--- src/rtl/tran_byte_ser.sv ---
// Byte FIFO followed by a start/data/stop serialiser, MSB first, line idles high.
// Optional even-parity bit after the data bits when TRAN_SER_PARITY_EN is defined.
module tran_byte_ser #(
  parameter int DEPTH    = 4,
  parameter int BAUD_DIV = 4,
  parameter int CW       = 3
) (
  input  logic          Clk,
  input  logic          Rst,
  input  logic          In_en,
  input  logic [7:0]    In,
  output logic          Tx,
  output logic          Busy,
  output logic          Full,
  output logic          Ovf,
  output logic [CW-1:0] Count
);

  localparam int AW = $clog2(DEPTH);
  localparam int BW = (BAUD_DIV > 1) ? $clog2(BAUD_DIV) : 1;

`ifdef TRAN_SER_PARITY_EN
  typedef enum logic [2:0] {IDLE, START, DATA, PAR, STOP} state_t;
`else
  typedef enum logic [1:0] {IDLE, START, DATA, STOP} state_t;
`endif

  state_t        state, state_n;
  logic [7:0]    mem [DEPTH];
  logic [AW-1:0] wr_ptr, rd_ptr;
  logic [CW-1:0] count, count_n;
  logic [BW-1:0] baud, baud_n;
  logic [2:0]    idx, idx_n;
  logic [7:0]    shift, shift_n;
  logic          tx_q, tx_n;
  logic          ovf;
  logic          pop, push_ok, baud_last, has_data;
`ifdef TRAN_SER_PARITY_EN
  logic          par, par_n;
`endif

  assign baud_last = (baud == BW'(BAUD_DIV - 1));
  assign has_data  = (count != '0);
  // A full FIFO still accepts a byte when the FSM frees a slot on the same edge.
  assign push_ok   = In_en && ((count != CW'(DEPTH)) || pop);

  always_comb begin
    state_n = state;
    baud_n  = baud_last ? '0 : baud + BW'(1);
    idx_n   = idx;
    shift_n = shift;
    tx_n    = tx_q;
    pop     = 1'b0;
`ifdef TRAN_SER_PARITY_EN
    par_n   = par;
`endif
    unique case (state)
      IDLE: begin
        baud_n = '0;
        if (has_data) begin
          pop     = 1'b1;
          shift_n = mem[rd_ptr];
`ifdef TRAN_SER_PARITY_EN
          par_n   = ^mem[rd_ptr];
`endif
          state_n = START;
          tx_n    = 1'b0;
        end
      end
      START: begin
        if (baud_last) begin
          state_n = DATA;
          idx_n   = 3'd7;
          tx_n    = shift[7];
        end
      end
      DATA: begin
        if (baud_last) begin
          if (idx == 3'd0) begin
`ifdef TRAN_SER_PARITY_EN
            state_n = PAR;
            tx_n    = par;
`else
            state_n = STOP;
            tx_n    = 1'b1;
`endif
          end else begin
            shift_n = {shift[6:0], 1'b0};
            tx_n    = shift[6];
            idx_n   = idx - 3'd1;
          end
        end
      end
`ifdef TRAN_SER_PARITY_EN
      PAR: begin
        if (baud_last) begin
          state_n = STOP;
          tx_n    = 1'b1;
        end
      end
`endif
      STOP: begin
        if (baud_last) begin
          if (has_data) begin
            pop     = 1'b1;
            shift_n = mem[rd_ptr];
`ifdef TRAN_SER_PARITY_EN
            par_n   = ^mem[rd_ptr];
`endif
            state_n = START;
            tx_n    = 1'b0;
          end else begin
            state_n = IDLE;
            tx_n    = 1'b1;
          end
        end
      end
      default: begin
        state_n = IDLE;
        tx_n    = 1'b1;
      end
    endcase
  end

  always_comb begin
    count_n = count;
    if (push_ok && !pop)      count_n = count + CW'(1);
    else if (!push_ok && pop) count_n = count - CW'(1);
  end

  always_ff @(posedge Clk or negedge Rst) begin
    if (!Rst) begin
      state  <= IDLE;
      baud   <= '0;
      idx    <= '0;
      shift  <= '0;
      tx_q   <= 1'b1;
      wr_ptr <= '0;
      rd_ptr <= '0;
      count  <= '0;
      ovf    <= 1'b0;
`ifdef TRAN_SER_PARITY_EN
      par    <= 1'b0;
`endif
    end else begin
      state <= state_n;
      baud  <= baud_n;
      idx   <= idx_n;
      shift <= shift_n;
      tx_q  <= tx_n;
      count <= count_n;
`ifdef TRAN_SER_PARITY_EN
      par   <= par_n;
`endif
      if (push_ok) wr_ptr <= wr_ptr + AW'(1);
      if (pop)     rd_ptr <= rd_ptr + AW'(1);
      if (In_en && !push_ok) ovf <= 1'b1;
    end
  end

  always_ff @(posedge Clk) begin
    if (push_ok) mem[wr_ptr] <= In;
  end

  assign Tx    = tx_q;
  assign Busy  = (state != IDLE) || has_data;
  assign Full  = (count == CW'(DEPTH));
  assign Ovf   = ovf;
  assign Count = count;

endmodule

--- config.mk ---
export PLATFORM = sky130hd
export DESIGN_NAME = tran_byte_ser
export DESIGN_NICKNAME = d
export VERILOG_FILES = /design/src/rtl/tran_byte_ser.sv
export SDC_FILE = /design/constraint.sdc
export NUM_CORES = 1
export LEC_CHECK = 0
export CAP_MARGIN = 10
export CORE_ASPECT_RATIO = 0.6
export CORE_MARGIN = 3
export CORE_UTILIZATION = 50
export DETAILED_ROUTE_END_ITERATION = 10
export PLACE_DENSITY = 0.69
export SLEW_MARGIN = 20
export SYNTH_ARGS = -nofsm -noshare
export SYNTH_HDL_FRONTEND = slang
export SYNTH_SLANG_ARGS = --single-unit
--- constraint.sdc ---
create_clock -name Clk -period 3.2 [get_ports Clk]
set_input_delay 0.48 -clock Clk [delete_from_list [all_inputs] [get_ports Clk]]
set_output_delay 0.48 -clock Clk [all_outputs]
set_load 0.005 [all_outputs]
Word-level counts from Yosys, hierarchy flattened --
Memory sizes are Yosys's and may differ from the RTL's. Index checks and enable logic that the tools add are counted.
Storage, ports and cells: bits in registers 24, RAM bits 32, bits of input ports 11, output and inout port bits 7, word-level logic and storage cells 79, memories kept 1
Cells by class: $add $sub $neg 6, equality and inequality tests 12, multiplexer cells 32, reduce and logical (&&, ||, !) cells 19
Memory list:
- mem | depth 4, bits a word 8, read ports 1, clocked after Yosys merged registers in 0, write ports 1, line 29 | logic [7:0] mem [DEPTH];
Operators with widths (count):
- $mux W8 | 4
- $pmux W8 S3 | 1
- $mux W3 | 5
- $mux W2 | 7
- $ne A2 B2 Y1 const B | 6
- $reduce_and A4 Y1 | 3
- $mux W1 | 11
- $pmux W2 S4 | 1
- $add A2 B1 Y2 const B | 3
- $eq A2 B2 Y1 const B | 3
- $pmux W3 S2 | 1
- $reduce_bool A2 Y1 | 3
- $reduce_bool A3 Y1 | 2
- $sub A3 B1 Y3 const B | 2
- $reduce_and A5 Y1 | 1
- $logic_and A1 B1 Y1 | 4
- $pmux W1 S4 | 1
- $add A3 B1 Y3 const B | 1
- $eq A3 B3 Y1 const B | 1
- $logic_not A3 Y1 | 1
- $ne A3 B3 Y1 const B | 1
- $eq A2 B1 Y1 const B | 1
- $logic_not A1 Y1 | 2
- $logic_not A2 Y1 | 1
- other kinds (2) | 3

Logic depth before layout (Yosys ltp) --
word-level depth 10, gate-level depth with buffers 11, mapped depth without buffers 11

Least setup slack after synthesis --
No wires, ideal clock.
kind flip-flop to flip-flop, from reg state[0], to reg count[2] (netlist: Count[2]), setup time 0.079 ns, data arrival time 2.334 ns, required time 3.121 ns, path slack 0.786 ns, cell stages (with the launch flop) 11, path buffers 0, period minus slack after synthesis 2.414 ns, cell sequence dfrtp_1 > inv_1 > ha_1 > o21ai_0 > and2_1 > ha_1 > inv_1 > fa_1 > xor2_1 > nor2_1 > xor2_1
On the way: cells in the longest elaborated chain, start to end 7, elaborated cells between the ends (all ways) 11, classes of those cells eq/ne: 1; mux: 2; reduce/logical: 8
RTL lines:
- start: declaration | line 28 | state_t state, state_n;
- start signal: assignment | line 146 | state <= state_n;
- $eq A2 B2 Y1 / $logic_not A2 Y1 (equally long branches) | line 57 | unique case (state)
- $pmux W1 S2 * | line 57
- $logic_or A1 B1 Y1 * | line 45 | assign push_ok = In_en && ((count != CW'(DEPTH)) || pop);
- $logic_and A1 B1 Y1 * | line 45
- named net push_ok | line 37 | logic pop, push_ok, baud_last, has_data;
- $logic_not A1 Y1 | line 128 | else if (!push_ok && pop) count_n = count - CW'(1);
- $logic_and A1 B1 Y1 | line 128
- $reduce_bool A2 Y1 (no line)
- end signal: assignment | line 151 | count <= count_n;
- end: declaration | line 31 | logic [CW-1:0] count, count_n;
Mark *: on every way through the listed nets, which the timed path passes. The rest lies on a longest branch. A chain may end at the register's enable or synchronous reset.

Final worst setup path --
from reg baud[0], to reg count[2] (netlist: Count[2])
On the way: cells in the longest elaborated chain, start to end 8, elaborated cells between the ends (all ways) 11, classes of those cells eq/ne: 1; mux: 3; reduce/logical: 7
RTL lines:
- start: declaration | line 32 | logic [BW-1:0] baud, baud_n;
- start signal: assignment | line 147 | baud <= baud_n;
- $eq A2 B2 Y1 * | line 42 | assign baud_last = (baud == BW'(BAUD_DIV - 1));
- $mux W1 * | line 103 | if (baud_last) begin
- $pmux W1 S2 * | line 57
- $logic_or A1 B1 Y1 * | line 45
- $logic_and A1 B1 Y1 * | line 45
- named net push_ok | line 37
- $logic_not A1 Y1 | line 128
- $logic_and A1 B1 Y1 | line 128
- $reduce_bool A2 Y1 (no line)
Marks and branches as above.

==> results.py <==
metrics = {
    "drt": {
        "vias": 1560,
        "firstDrtPassIters": 4,
        "via_per_inst": 5.78,
        "post_drt_wl_per_cell_um": 17.8,
        "drt_iter0_drc": 83,
        "antenna_left": 0,
        "remaining_drc_errors": 0,
        "drt-total-wl_mm": 4.80,
    },
    "hold_path": {
        "holdCritStartpoint": "baud[0]",
        "hold_path.class": "flop to flop",
        "hold_depth": 1,
        "hold_end": "baud[0]",
    },
    "run": {
        "cap_viol_max_count": 0,
    },
    "setup_path": {
        "worstPathRequired_ns": 3.44,
        "worstPathArrival_ns": 2.79,
        "slowest_delay_ns": 0.39,
        "r2r_slack_ns": 0.65,
        "critPathMaxFanout": 10,
        "r2r_end": "Count[2]",
        "ff2ff_path_depth": 11,
        "reg2reg_from": "baud[0]",
        "path_class": "flop to flop",
        "cp_cell_sequence": "ha_1, a21oi_1, o21ai_0, buf_4, and2_1, ha_1, inv_1, fa_1, xor2_1, nor2_1, xor2_1",
        "startpoint_type": "flop",
        "crit_path_end_kind": "flop",
        "cp_slowest_cell": "fa_1",
        "startpoint": "baud[0]",
    },
    "global_route": {
        "grt_pass1_wl_mm": 7.79,
        "grt_use_total_pct": 17.2,
        "gr-total-overflow": 0,
        "antenna_found_initial": 0,
        "grt_pass1_vias": 1579,
        "grt_max_degree": 25,
    },
    "clocking": {
        "cts_hold_buf": 0,
        "tritoncts": "yes",
        "cts_sinks": 56,
        "cts-root-buf": "clkbuf_8",
        "clock_latency_ns": 0.31,
        "htree_levels": 2,
        "cts_made_buffers": 5,
        "post_cts_buffers": 0,
        "ctsResizeCount": 0,
        "clockBufferDepth": 2,
        "path_clk_slew_ns": 0.09,
    },
    "power": {
        "vdd_drop_max_v": 0.000521,
        "cellLeakagePower_nw": 1.13,
        "powerDensity_nw_per_um2": 999,
        "finalPower_mw": 2.93,
    },
    "sta": {
        "finalSetupTns_ns": 0,
        "final-hold-violation-count": 0,
        "setup_viol": 0,
        "fmax_ghz": 0.392,
        "final.period_utilization_pct": 79.7,
        "period_minus_slack_ns": 2.55,
        "slew_violations": 0,
        "slew_headroom_pct": 59.2,
        "grt_setup_unrepaired": "false",
        "skew_ns": 0.00612,
        "worst_slew_pin_slew_ns": 0.612,
    },
    "yosys": {
        "syn_area_per_cell_um2": 14.1,
        "synthCells": 185,
        "synth_edf_count": 32,
        "synth_warnings": 0,
        "synth_area_leaders": "edfxtp_1, dfrtp_1, mux4_2",
        "ys_seq_area_share_pct": 60.0,
        "yosysMostFrequentCell": "edfxtp_1",
        "ys_async_sr_fraction_pct": 42.9,
        "synth_top_area_cell": "edfxtp_1",
        "syn_nets": 210,
        "synth_top_cell_area_share_pct": 36.9,
        "ys_top_cells_by_count": "edfxtp_1, dfrtp_1, inv_1",
        "synthFlopType": "edfxtp_1",
        "ys_types": 46,
        "ys_seq_elements": 56,
        "netlist_area_um2": 2600,
    },
    "floorplanning": {
        "start_util_pct": 54.2,
        "dieArea_um2": 6140,
        "rows": 19,
        "fp.dieW_um": 99.1,
        "placeableCoreArea_um2": 4800,
        "die_h_um": 61.9,
        "ios": 18,
    },
    "layout": {
        "area_growth_syn_to_layout_pct": 12.6,
        "nets": 231,
        "layout.cells.non_filler": 270,
        "n_antenna_cell": 0,
        "drive_gt1_share_pct": 12.1,
    },
    "run_status": {
        "status": "complete, no violations",
    },
    "placed_design": {
        "dp.cells": 262,
        "dp_hpwl_mm": 3.51,
        "gp_congestion": 0.804,
        "portBuffers": 17,
    },
}
critical path, delay by kind of cell, from the launching register on:
| kind | cells | cell delay, ns |
|---|---|---|
| AOI/OAI and AO/OA | 2 | 0.33 |
| DFF | 1 | 0.36 |
| and+or+nand+nor | 2 | 0.30 |
| buffers and inverters | 2 | 0.23 |
| xor gates and xnor gates | 2 | 0.30 |
| adders and majority gates | 3 | 0.97 |
cell usage in the layout, fill, tap and decap left out, drive strengths merged, types with 4 or more instances in the layout:
| master | n |
|---|---|
| nor3 | 6 |
| a221o | 5 |
| dfrtp | 23 |
| nand3 | 7 |
| edfxtp | 32 |
| ha | 13 |
| clkbuf | 6 |
| and3 | 4 |
| nor2 | 5 |
| nand2 | 7 |
| inv | 17 |
| clkdlybuf4s50 | 17 |
| o21ai | 10 |
| mux4 | 8 |
how the worst max path moves through the flow:
stage	end	slack (ns)	cells past startpoint
2_1_floorplan	Count[2]	0.79	10
3_3_place_gp	Count[2]	0.82	12
3_5_place_dp	Count[2]	0.66	12
4_1_cts	Count[2]	0.63	11
5_1_grt	Count[2]	0.49	12
6_report	Count[2]	0.65	11
where the power goes:
part	total (mW)	switching, mW	internal, mW
registers	1.22	0.201	1.02
logic	1.26	0.639	0.619
clock network	0.450	0.217	0.232
total	2.93	1.06	1.87
cell families after synthesis:
family | count (synthesis) | share of synthesized area [%]
buffers and inverters | 24 | 4.52
adders and majority gates | 14 | 7.02
DFF | 56 | 60.0
muxes | 11 | 8.22
xor gates and xnor gates | 6 | 2.02
and+or+nand+nor | 37 | 7.50
AOI/OAI and AO/OA | 37 | 10.7
layer usage:
metal,up-vias,wire (um),track usage [%]
li1,738,-,-
met1,787,2260,23.1
met2,32,2270,28.5
met3,3,227,4.68
met4,0,30,4.09
met5,-,0,0
flip-flops by register name, summed over array words and instances (netlist names):
| name | cells |
|---|---|
| shift | 8 |
| mem | 32 |
| Count | 3 |
| rd_ptr | 2 |
| idx | 3 |
| state | 2 |
| Ovf | 1 |
| Tx | 1 |
| wr_ptr | 2 |
| baud | 2 |
area by class of cell:
cell class,count,area [um2]
Multi-Input combinational cell,105,922
Timing Repair Buffer,20,193
Fill cell,372,1870
Clock buffer,6,72.6
Inverter,18,67.6
Tap cell,63,78.8
Clock inverter,2,35.0
Sequential cell,56,1560
through the flow:
stage / util [%] / worst slack [ns] / cell area (um2) / hold WS [ns]
2_1_floorplan: - / 0.786 / 2600 / 0.184
5_1_grt: 61.0 / 0.494 / 2930 / 0.460
6_report: 61.0 / 0.649 / 2930 / 0.444
4_1_cts: 61.0 / 0.626 / 2930 / 0.443
3_5_place_dp: 58.8 / 0.657 / 2820 / 0.430
3_3_place_gp: 58.8 / 0.818 / 2820 / 0.417
(Power assumes the default switching activity.)
